File: config.mk
export PLATFORM = sky130hd
export DESIGN_NAME = exec_stage_flat
export DESIGN_NICKNAME = d
export VERILOG_FILES = /design/src/rtl/exec_pkg.sv /design/src/rtl/exec_if.sv /design/src/rtl/exec_alu.sv /design/src/rtl/exec_stage.sv /design/src/flat_wrapper.sv
export SDC_FILE = /design/constraint.sdc
export NUM_CORES = 1
export LEC_CHECK = 0
export CAP_MARGIN = 5
export CORE_ASPECT_RATIO = 0.8
export CORE_MARGIN = 2
export CORE_UTILIZATION = 50
export CTS_CLUSTER_SIZE = 14
export DETAILED_ROUTE_END_ITERATION = 6
export HOLD_SLACK_MARGIN = 0.03
export PLACE_DENSITY = 0.87
export SYNTH_ARGS = -nofsm -noshare
export SYNTH_HDL_FRONTEND = slang
export SYNTH_HIERARCHICAL = 1
export SYNTH_SLANG_ARGS = --single-unit
export TNS_END_PERCENT = 5
File: constraint.sdc
create_clock -name Clk -period 1.33 [get_ports Clk]
set_input_delay 0.266 -clock Clk [delete_from_list [all_inputs] [get_ports Clk]]
set_output_delay 0.266 -clock Clk [all_outputs]
set_load 0.01 [all_outputs]
File: src/rtl/exec_pkg.sv
// Shared definitions for the execute stage: ALU opcodes, branch conditions
// and condition-code register bit positions.
package exec_pkg;

   localparam logic [3:0] ALU_PASSA = 4'd0;
   localparam logic [3:0] ALU_NOTA  = 4'd1;
   localparam logic [3:0] ALU_INC   = 4'd2;
   localparam logic [3:0] ALU_DEC   = 4'd3;
   localparam logic [3:0] ALU_ADD   = 4'd4;
   localparam logic [3:0] ALU_SUB   = 4'd5;
   localparam logic [3:0] ALU_AND   = 4'd6;
   localparam logic [3:0] ALU_OR    = 4'd7;
   localparam logic [3:0] ALU_SHL   = 4'd8;
   localparam logic [3:0] ALU_SHR   = 4'd9;
   localparam logic [3:0] ALU_PASSB = 4'd10;

   typedef enum logic [1:0] {
      BR_JZ  = 2'b00,
      BR_JN  = 2'b01,
      BR_JC  = 2'b10,
      BR_JMP = 2'b11
   } br_cond_e;

   localparam int CCR_Z = 0;
   localparam int CCR_N = 1;
   localparam int CCR_C = 2;

endpackage

File: src/rtl/exec_if.sv
// Decode/execute buffer outputs into the execute stage and the execute/memory
// boundary plus branch/flush signals coming back out.
interface exec_if #(
   parameter int DATA_W = 16
);
   logic [DATA_W-1:0] Reg1;
   logic [DATA_W-1:0] Reg2;
   logic [DATA_W-1:0] instr;
   logic [3:0]        aluSignals;
   logic              ALU_src;
   logic              Branch;
   logic [4:0]        Instruction;
   logic              SetC;
   logic              CLRC;
   logic              RW;
   logic              MR;
   logic              MW;
   logic              MTR;
   logic [2:0]        RegDestination;

   logic [DATA_W-1:0] ResultOut;
   logic [DATA_W-1:0] StoreDataOut;
   logic              RWOut;
   logic              MROut;
   logic              MWOut;
   logic              MTROut;
   logic [2:0]        RegDestinationOut;
   logic [2:0]        CCR;
   logic              BranchTaken;
   logic [DATA_W-1:0] BranchTarget;
   logic              Flush;

   modport master (
      output Reg1, Reg2, instr, aluSignals, ALU_src, Branch, Instruction,
             SetC, CLRC, RW, MR, MW, MTR, RegDestination,
      input  ResultOut, StoreDataOut, RWOut, MROut, MWOut, MTROut,
             RegDestinationOut, CCR, BranchTaken, BranchTarget, Flush
   );

   modport slave (
      input  Reg1, Reg2, instr, aluSignals, ALU_src, Branch, Instruction,
             SetC, CLRC, RW, MR, MW, MTR, RegDestination,
      output ResultOut, StoreDataOut, RWOut, MROut, MWOut, MTROut,
             RegDestinationOut, CCR, BranchTaken, BranchTarget, Flush
   );

endinterface

File: src/rtl/exec_alu.sv
// Combinational ALU: result plus Z/N/C candidates and per-op flag-update enables.
module exec_alu
   import exec_pkg::*;
#(
   parameter int DATA_W = 16
) (
   input  logic [DATA_W-1:0] a,
   input  logic [DATA_W-1:0] b,
   input  logic [3:0]        op,
   output logic [DATA_W-1:0] result,
   output logic              zero,
   output logic              neg,
   output logic              carry,
   output logic              carry_valid,
   output logic              zn_valid
);

   localparam int WW = DATA_W + 1;

   logic [WW-1:0] wide;
   logic [3:0]    sh;

   assign sh = b[3:0];

   // Shifts run one bit wider so the last bit shifted out lands in an extra position.
   always_comb begin
      wide        = '0;
      result      = a;
      carry       = 1'b0;
      carry_valid = 1'b0;
      zn_valid    = 1'b0;
      case (op)
         ALU_NOTA: begin
            result   = ~a;
            zn_valid = 1'b1;
         end
         ALU_INC: begin
            wide        = {1'b0, a} + WW'(1);
            result      = wide[DATA_W-1:0];
            carry       = wide[DATA_W];
            carry_valid = 1'b1;
            zn_valid    = 1'b1;
         end
         ALU_DEC: begin
            wide        = {1'b0, a} - WW'(1);
            result      = wide[DATA_W-1:0];
            carry       = wide[DATA_W];
            carry_valid = 1'b1;
            zn_valid    = 1'b1;
         end
         ALU_ADD: begin
            wide        = {1'b0, a} + {1'b0, b};
            result      = wide[DATA_W-1:0];
            carry       = wide[DATA_W];
            carry_valid = 1'b1;
            zn_valid    = 1'b1;
         end
         ALU_SUB: begin
            wide        = {1'b0, a} - {1'b0, b};
            result      = wide[DATA_W-1:0];
            carry       = wide[DATA_W];
            carry_valid = 1'b1;
            zn_valid    = 1'b1;
         end
         ALU_AND: begin
            result   = a & b;
            zn_valid = 1'b1;
         end
         ALU_OR: begin
            result   = a | b;
            zn_valid = 1'b1;
         end
         ALU_SHL: begin
            wide        = {1'b0, a} << sh;
            result      = wide[DATA_W-1:0];
            carry       = wide[DATA_W];
            carry_valid = (sh != 4'd0);
            zn_valid    = 1'b1;
         end
         ALU_SHR: begin
            wide        = {a, 1'b0} >> sh;
            result      = wide[DATA_W:1];
            carry       = wide[0];
            carry_valid = (sh != 4'd0);
            zn_valid    = 1'b1;
         end
         ALU_PASSB: result = b;
         default:   result = a;
      endcase
   end

   assign zero = (result == '0);
   assign neg  = result[DATA_W-1];

endmodule

File: src/rtl/exec_stage.sv
// Execute stage: ALU, condition-code register, branch resolution with a
// multi-cycle front-end flush, and the execute/memory pipeline registers.
module exec_stage
   import exec_pkg::*;
#(
   parameter int DATA_W       = 16,
   parameter int FLUSH_CYCLES = 2
) (
   input logic   Clk,
   input logic   Rst,
   exec_if.slave bus
);

   logic [DATA_W-1:0] opb;
   logic [DATA_W-1:0] alu_res;
   logic              alu_zero;
   logic              alu_neg;
   logic              alu_carry;
   logic              alu_cv;
   logic              alu_znv;

   logic [1:0]        flush_cnt;
   logic              flush;
   logic              cond_met;
   logic              branch_taken;
   br_cond_e          br_cond;
   logic [2:0]        ccr_q;
   logic [2:0]        ccr_next;

   logic [DATA_W-1:0] result_p1;
   logic [DATA_W-1:0] store_p1;
   logic              rw_p1;
   logic              mr_p1;
   logic              mw_p1;
   logic              mtr_p1;
   logic [2:0]        rd_p1;

   logic              unused_instr;
   assign unused_instr = ^bus.Instruction[4:2];

   assign opb = bus.ALU_src ? bus.instr : bus.Reg2;

   exec_alu #(.DATA_W(DATA_W)) u_alu (
      .a           (bus.Reg1),
      .b           (opb),
      .op          (bus.aluSignals),
      .result      (alu_res),
      .zero        (alu_zero),
      .neg         (alu_neg),
      .carry       (alu_carry),
      .carry_valid (alu_cv),
      .zn_valid    (alu_znv)
   );

   assign flush   = (flush_cnt != 2'd0);
   assign br_cond = br_cond_e'(bus.Instruction[1:0]);

   // Branch decisions look only at flags committed on earlier edges.
   always_comb begin
      cond_met = 1'b0;
      case (br_cond)
         BR_JZ:   cond_met = ccr_q[CCR_Z];
         BR_JN:   cond_met = ccr_q[CCR_N];
         BR_JC:   cond_met = ccr_q[CCR_C];
         BR_JMP:  cond_met = 1'b1;
         default: cond_met = 1'b0;
      endcase
   end

   assign branch_taken = bus.Branch & ~flush & cond_met;

   always_comb begin
      ccr_next = ccr_q;
      if (!flush) begin
         if (alu_znv) begin
            ccr_next[CCR_Z] = alu_zero;
            ccr_next[CCR_N] = alu_neg;
         end
         // SetC and CLRC together are illegal; carry simply holds.
         if (bus.SetC && !bus.CLRC)
            ccr_next[CCR_C] = 1'b1;
         else if (bus.CLRC && !bus.SetC)
            ccr_next[CCR_C] = 1'b0;
         else if (!bus.SetC && alu_cv)
            ccr_next[CCR_C] = alu_carry;
         if (branch_taken) begin
            case (br_cond)
               BR_JZ:   ccr_next[CCR_Z] = 1'b0;
               BR_JN:   ccr_next[CCR_N] = 1'b0;
               BR_JC:   ccr_next[CCR_C] = 1'b0;
               default: ;
            endcase
         end
      end
   end

   // ---- execute / memory boundary (p1) ----
   always_ff @(posedge Clk or posedge Rst) begin
      if (Rst) begin
         flush_cnt <= 2'd0;
         ccr_q     <= 3'b000;
         result_p1 <= '0;
         store_p1  <= '0;
         rw_p1     <= 1'b0;
         mr_p1     <= 1'b0;
         mw_p1     <= 1'b0;
         mtr_p1    <= 1'b0;
         rd_p1     <= 3'd0;
      end else begin
         if (branch_taken)
            flush_cnt <= 2'(FLUSH_CYCLES);
         else if (flush)
            flush_cnt <= flush_cnt - 2'd1;
         ccr_q     <= ccr_next;
         result_p1 <= alu_res;
         store_p1  <= bus.Reg2;
         rw_p1     <= bus.RW & ~flush;
         mr_p1     <= bus.MR & ~flush;
         mw_p1     <= bus.MW & ~flush;
         mtr_p1    <= bus.MTR;
         rd_p1     <= bus.RegDestination;
      end
   end

   assign bus.ResultOut         = result_p1;
   assign bus.StoreDataOut      = store_p1;
   assign bus.RWOut             = rw_p1;
   assign bus.MROut             = mr_p1;
   assign bus.MWOut             = mw_p1;
   assign bus.MTROut            = mtr_p1;
   assign bus.RegDestinationOut = rd_p1;
   assign bus.CCR               = ccr_q;
   assign bus.BranchTaken       = branch_taken;
   assign bus.BranchTarget      = bus.Reg1;
   assign bus.Flush             = flush;

endmodule

File: src/flat_wrapper.sv
// flat-port wrapper written by rule: the top's interface ports become plain ports
module exec_stage_flat import exec_pkg::*;
#(
   parameter int DATA_W       = 16,
   parameter int FLUSH_CYCLES = 2
)
  (Clk, Rst, bus_Reg1, bus_Reg2, bus_instr, bus_aluSignals, bus_ALU_src, bus_Branch, bus_Instruction, bus_SetC, bus_CLRC, bus_RW, bus_MR, bus_MW, bus_MTR, bus_RegDestination, bus_ResultOut, bus_StoreDataOut, bus_RWOut, bus_MROut, bus_MWOut, bus_MTROut, bus_RegDestinationOut, bus_CCR, bus_BranchTaken, bus_BranchTarget, bus_Flush);
  exec_if #(.DATA_W(DATA_W)) bus_i ();
  input logic Clk;
  input logic Rst;
  input wire logic [$bits(bus_i.Reg1)-1:0] bus_Reg1;
  input wire logic [$bits(bus_i.Reg2)-1:0] bus_Reg2;
  input wire logic [$bits(bus_i.instr)-1:0] bus_instr;
  input wire logic [$bits(bus_i.aluSignals)-1:0] bus_aluSignals;
  input wire logic [$bits(bus_i.ALU_src)-1:0] bus_ALU_src;
  input wire logic [$bits(bus_i.Branch)-1:0] bus_Branch;
  input wire logic [$bits(bus_i.Instruction)-1:0] bus_Instruction;
  input wire logic [$bits(bus_i.SetC)-1:0] bus_SetC;
  input wire logic [$bits(bus_i.CLRC)-1:0] bus_CLRC;
  input wire logic [$bits(bus_i.RW)-1:0] bus_RW;
  input wire logic [$bits(bus_i.MR)-1:0] bus_MR;
  input wire logic [$bits(bus_i.MW)-1:0] bus_MW;
  input wire logic [$bits(bus_i.MTR)-1:0] bus_MTR;
  input wire logic [$bits(bus_i.RegDestination)-1:0] bus_RegDestination;
  output wire logic [$bits(bus_i.ResultOut)-1:0] bus_ResultOut;
  output wire logic [$bits(bus_i.StoreDataOut)-1:0] bus_StoreDataOut;
  output wire logic [$bits(bus_i.RWOut)-1:0] bus_RWOut;
  output wire logic [$bits(bus_i.MROut)-1:0] bus_MROut;
  output wire logic [$bits(bus_i.MWOut)-1:0] bus_MWOut;
  output wire logic [$bits(bus_i.MTROut)-1:0] bus_MTROut;
  output wire logic [$bits(bus_i.RegDestinationOut)-1:0] bus_RegDestinationOut;
  output wire logic [$bits(bus_i.CCR)-1:0] bus_CCR;
  output wire logic [$bits(bus_i.BranchTaken)-1:0] bus_BranchTaken;
  output wire logic [$bits(bus_i.BranchTarget)-1:0] bus_BranchTarget;
  output wire logic [$bits(bus_i.Flush)-1:0] bus_Flush;
  assign bus_i.Reg1 = bus_Reg1;
  assign bus_i.Reg2 = bus_Reg2;
  assign bus_i.instr = bus_instr;
  assign bus_i.aluSignals = bus_aluSignals;
  assign bus_i.ALU_src = bus_ALU_src;
  assign bus_i.Branch = bus_Branch;
  assign bus_i.Instruction = bus_Instruction;
  assign bus_i.SetC = bus_SetC;
  assign bus_i.CLRC = bus_CLRC;
  assign bus_i.RW = bus_RW;
  assign bus_i.MR = bus_MR;
  assign bus_i.MW = bus_MW;
  assign bus_i.MTR = bus_MTR;
  assign bus_i.RegDestination = bus_RegDestination;
  assign bus_ResultOut = bus_i.ResultOut;
  assign bus_StoreDataOut = bus_i.StoreDataOut;
  assign bus_RWOut = bus_i.RWOut;
  assign bus_MROut = bus_i.MROut;
  assign bus_MWOut = bus_i.MWOut;
  assign bus_MTROut = bus_i.MTROut;
  assign bus_RegDestinationOut = bus_i.RegDestinationOut;
  assign bus_CCR = bus_i.CCR;
  assign bus_BranchTaken = bus_i.BranchTaken;
  assign bus_BranchTarget = bus_i.BranchTarget;
  assign bus_Flush = bus_i.Flush;
  exec_stage #(.DATA_W(DATA_W), .FLUSH_CYCLES(FLUSH_CYCLES)) u_core (.Clk(Clk), .Rst(Rst), .bus(bus_i));
endmodule
==> results of run 1 <==
## through the flow
step | utilization, % | cell area (µm²) | TNS (ps) | setup slack, ps
2_1_floorplan | - | 7290 | -27490 | -2450
3_3_place_gp | 76.9 | 10800 | -50480 | -3110
3_5_place_dp | 76.9 | 10800 | -52870 | -3330
4_1_cts | 84.0 | 11800 | -27090 | -2340
## synthesized netlist by cell type (5+ instances only)
| cell | instances |
|---|---|
| nand4_1 | 9 |
| o22ai_1 | 12 |
| mux4_2 | 12 |
| o31ai_1 | 7 |
| a221oi_1 | 5 |
| a311oi_1 | 7 |
| o211ai_1 | 16 |
| dfrtp_1 | 44 |
| clkbuf_1 | 47 |
| or2_2 | 7 |
| a32oi_1 | 6 |
| nand3_1 | 22 |
| or3_1 | 11 |
| a21oi_1 | 66 |
| nor4_1 | 10 |
| a211oi_1 | 13 |
| nor2b_1 | 8 |
| buf_4 | 18 |
| ha_1 | 55 |
| buf_2 | 14 |
| xnor2_1 | 28 |
| buf_1 | 8 |
| and3_1 | 9 |
| or4_1 | 5 |
| nand2b_1 | 18 |
| nand2_1 | 71 |
| o21a_1 | 5 |
| inv_1 | 61 |
| mux2_2 | 32 |
| a31oi_1 | 18 |
| nor2_1 | 79 |
| mux2i_1 | 24 |
| o2111ai_1 | 5 |
| nor3_1 | 25 |
| xor2_1 | 5 |
| o221ai_1 | 7 |
| o32ai_1 | 5 |
| a21o_1 | 7 |
| o21ai_0 | 55 |
## per-layer routing
metal	global-route usage [%]	GRT overflow
met5	55.2	0
met4	66.5	2
met3	60.2	0
met2	82.9	4
met1	74.6	0
## cell families after synthesis
kind of cell,synth area share [%]
compound gates,26.7
simple gates,21.3
xor+xnor,4.04
fa+ha+maj,10.2
flops,15.4
buf+inv,9.44
mux,12.9
## what timing repair did
action	CTS
gates cloned	1
resized for setup	319
setup endpoints to repair	80
pin swaps	52
setup buffers	27
==> flow_summary.toml, run 1 <==
[placed_design]
dp.cells = 1491
gp_congestion = 1.26
port_buffers = 126
hpwl_um = 26700

[floorplan]
placementRows = 39
die_y_um = 111
die-width_um = 138
pin_count = 130
start_util_pct = 50.7

[logic_synthesis]
async_flop_share_pct = 100
ys_top_cells_by_area = "dfrtp_1, ha_1, mux2_2"
syn_avg_cell_area_um2 = 7.61
yosys.area.top_type = "dfrtp_1"
yosys_most_used_dff = "dfrtp_1"
syn-instance-count = 939
synthesis.nets = 1066
synth_edf_count = 0
yosys.area.top_type_share_pct = 15.4
ys_seq_area_share_pct = 15.4
ys_warn_count = 6
syn_area_um2 = 7150
ys_ff_latch = 44
ys_types = 81

[run_status]
stop_stage = "5_1_grt"
error = "[ERROR GRT-0116] Global routing finished with congestion. Check the congestion regions in the DRC Viewer."
status = "did not finish"

[cts]
cts_max_level = 2
postCtsHoldBufs = 0
cts-buffers-inserted = 5
cts_root_buf = "clkbuf_16"
numClockSinks = 44
cts_buffer_depth = 2

[global_route]
grt_max_degree = 45
track_usage_pct = 72.3
overflow = 6
grt_pass1_wl_um = 81100
grt_pass1_vias = 12534
==> inputs of run 2 (changes only) <==
--- a/config.mk
+++ b/config.mk
@@ -6,13 +6,10 @@
 export NUM_CORES = 1
 export LEC_CHECK = 0
 export CAP_MARGIN = 5
-export CORE_ASPECT_RATIO = 0.8
 export CORE_MARGIN = 2
-export CORE_UTILIZATION = 50
-export CTS_CLUSTER_SIZE = 14
+export CORE_UTILIZATION = 39
 export DETAILED_ROUTE_END_ITERATION = 6
-export HOLD_SLACK_MARGIN = 0.03
-export PLACE_DENSITY = 0.87
+export PLACE_DENSITY_LB_ADDON = 0.15
 export SYNTH_ARGS = -nofsm -noshare
 export SYNTH_HDL_FRONTEND = slang
 export SYNTH_HIERARCHICAL = 1
==> constraint.sdc (replaced) <==
create_clock -name Clk -period 1.7 [get_ports Clk]
set_input_delay 0.34 -clock Clk [delete_from_list [all_inputs] [get_ports Clk]]
set_output_delay 0.34 -clock Clk [all_outputs]
set_load 0.01 [all_outputs]
==> flow_summary.toml, run 2 <==
[global_route]
gr-usage-met3_pct = 6.64
grt_max_degree = 45
grt_pass1_vias = 9213
grt.busiest_layer = "met2"
grt_util_met2_pct = 57.0
antenna_found_initial = 0
grt_use_met1_pct = 48.5
overflow = 0
grt_pass1_wl_um = 54500
track_usage_pct = 36.0

[cts]
postCtsHoldBufs = 0
clk_pin_slew_worst_paths_ps = 70
cts_max_level = 2
numClockSinks = 44
tritoncts = "built"
cts-buffers-inserted = 5
clk_latency_ps = 300
cts_root_buf = "clkbuf_16"
cts_buffer_depth = 2

[logic_synthesis]
ys_warn_count = 6
synth_common_cells = "nor2_1, nand2_1, a21oi_1"
yosys.area.top_type = "dfrtp_1"
ys_types = 81
synthesis.nets = 1066
ys_seq_area_share_pct = 15.4
ys_ff_latch = 44
muxShareOfSynthArea_pct = 12.9
synth_most_common_cell = "nor2_1"
ys_top_cells_by_area = "dfrtp_1, ha_1, mux2_2"
synth_top_family_by_area = "compound AO/OA/AOI/OAI gates"
syn_avg_cell_area_um2 = 7.61
synth-simple-area-share_pct = 21.3
synth-xor-area-share_pct = 4.04
synthAdderAreaFrac_pct = 10.2
synth_compound_area_share_pct = 26.7
yosys.area.top_type_share_pct = 15.4
syn_area_um2 = 7150
syn-instance-count = 939
synth_edf_count = 0
yosys_most_used_dff = "dfrtp_1"
async_flop_share_pct = 100

[floorplan]
pin_count = 130
die-width_um = 139
core_um2 = 18000
start_util_pct = 39.8
dieArea_um2 = 19400
die_y_um = 139
placementRows = 49

[route]
wirelength_um = 35900
wl_per_cell_um = 22.4
firstDrtPassIters = 6
vias = 9700
drc = 0
ant_nets = 0
vias_per_cell = 6.07
drtIter0Drc = 1329

[sta]
setup_violations = 20
slew_viol_final = 0
whs_ps = 267
slew_headroom_pct = 52.1
finalCritPeriodShare_pct = 224
final.setup.tns_ps = -21800
period_minus_slack_ps = 3800
max_freq_mhz = 263
hold_viol = 0
worstMarginPinSlew_ps = 716
clock_skew_ps = 7.14
rsz0062_at_grt = "true"
setup_ws_ps = -2100

[pwr]
p_leak_nw = 5.43
powerDensity_nw_per_um2 = 565
vdd_drop_max_mv = 0.588

[worst_setup_path]
startpoint_type = "input port"
crit_path_start = "bus_ALU_src"
reg2regPathDepth = 6
rrSetupSlack_ps = 380
cp-end-kind = "register"
crit_type = "input port to register"
worstPathCellList = "buf_8 > buf_6 > mux2_4 > buf_12 > mux2i_2 > a2111oi_2 > a2111o_1 > a2111o_1 > or4b_4 > or4_4 > nor4_4 > nor4b_4 > mux2i_1 > a21oi_1"
slowest_stage = "or4b_4"
critPathRequiredTime_ps = 1930
r2r-end = "u_core/bus.CCR[0]$_DFFE_PP0N_"
cpMostUsedCell = "a2111o_1"
worstReg2RegStart = "u_core/flush_cnt[0]$_DFFE_PP0P_"
critical_path_arrival_ps = 4030
max_stage_delay_ps = 540
critical_path.max_fanout = 7

[layout]
final_area_um2 = 12200
layout_common_cells = "buf_4, clkdlybuf4s50_1, nand2_1, nor2_1, a21oi_1"
drive_gt1_share_pct = 40.8
diodes = 0
syn_to_final_growth_pct = 70.3
fin_cells = 1599
layout.nets = 1496
fill_cells = 1579
mostFrequentLayoutCell = "buf_4"

[placed_design]
dp.cells = 1574
gp_congestion = 1.04
hpwl_um = 28700
dp_slack_ps = -2990
placed_cell_area_um2 = 11200
port_buffers = 126

[worst_hold_path]
min_path_cells = 1
holdPathEnd = "u_core/bus.StoreDataOut[0]$_DFF_PP0_"
holdCritStartpoint = "bus_Reg2[0]"
hp-class = "input port to register"

[run_status]
status = "complete, but fails checks"
violations = "setup timing"

[run]
drv_cap = 0
[run 2: cell counts after synthesis]
Identical to the previous run, type by type.
[run 2: worst max path at each step]
stage	endpoint	slack, ps	cells past startpoint
global route	u_core/bus.CCR[0]$_DFFE_PP0N_	-2270	18
finish	u_core/bus.CCR[0]$_DFFE_PP0N_	-2100	14
floorplan	u_core/bus.CCR[0]$_DFFE_PP0N_	-2160	18
detailed placement	u_core/bus.CCR[0]$_DFFE_PP0N_	-2990	18
CTS	u_core/bus.CCR[0]$_DFFE_PP0N_	-2040	17
global placement	u_core/bus.CCR[0]$_DFFE_PP0N_	-2900	16
[run 2: worst max-delay path, delay by kind of cell]
kind / cells / cell delay (ps)
AO/OA/AOI/OAI: 4 / 1030
buffers and inverters: 3 / 410
multiplexers: 3 / 730
AND/OR/NAND/NOR: 4 / 1510
[run 2: cell type report]
cell class	instances	area, µm²	share of cell area (%)
Clock buffer	5	125	1.03
Inverter	64	259	2.13
Clock inverter	3	46.3	0.380
Tap cell	229	287	2.35
Sequential cell	44	1100	9.05
Timing Repair Buffer	512	4360	35.8
Multi-Input combinational cell	742	6000	49.3
[run 2: cell families (layout without fill, tap and decap cells)]
kind of cell / after synthesis / after routing
fa+ha+maj: 57 / 57
xor+xnor: 33 / 33
flops: 44 / 44
buf+inv: 153 / 584
mux: 70 / 70
compound gates: 283 / 283
simple gates: 299 / 299
[run 2: layer usage]
layer	vias up	share of wire, %
met5	-	0
met4	0	4.7
met3	121	11
met2	628	44
met1	4642	40
li1	4309	-
[run 2: where the power goes]
| part | internal, mW | switching (mW) |
|---|---|---|
| clock | 0.701 | 0.509 |
| sequential | 1.19 | 0.0510 |
| combinational | 2.22 | 2.19 |
| total | 4.12 | 2.75 |
[run 2: timing repair]
action	in CTS	in global routing
pin swaps	32	10
cloned	1	0
hold endpoints to repair	0	0
setup buffers	15	1
resized for setup	198	32
setup endpoints to repair	37	26
[run 2: per-stage QoR]
stage                     util, %  power (mW)
after floorplan                 -        3.13
after global placement       62.4        5.19
after detailed placement     62.4        5.22
after CTS                    67.0        6.70
after global routing         67.8        7.16
final                        67.8        6.87
Note: power is estimated with default switching activity, not from simulation.
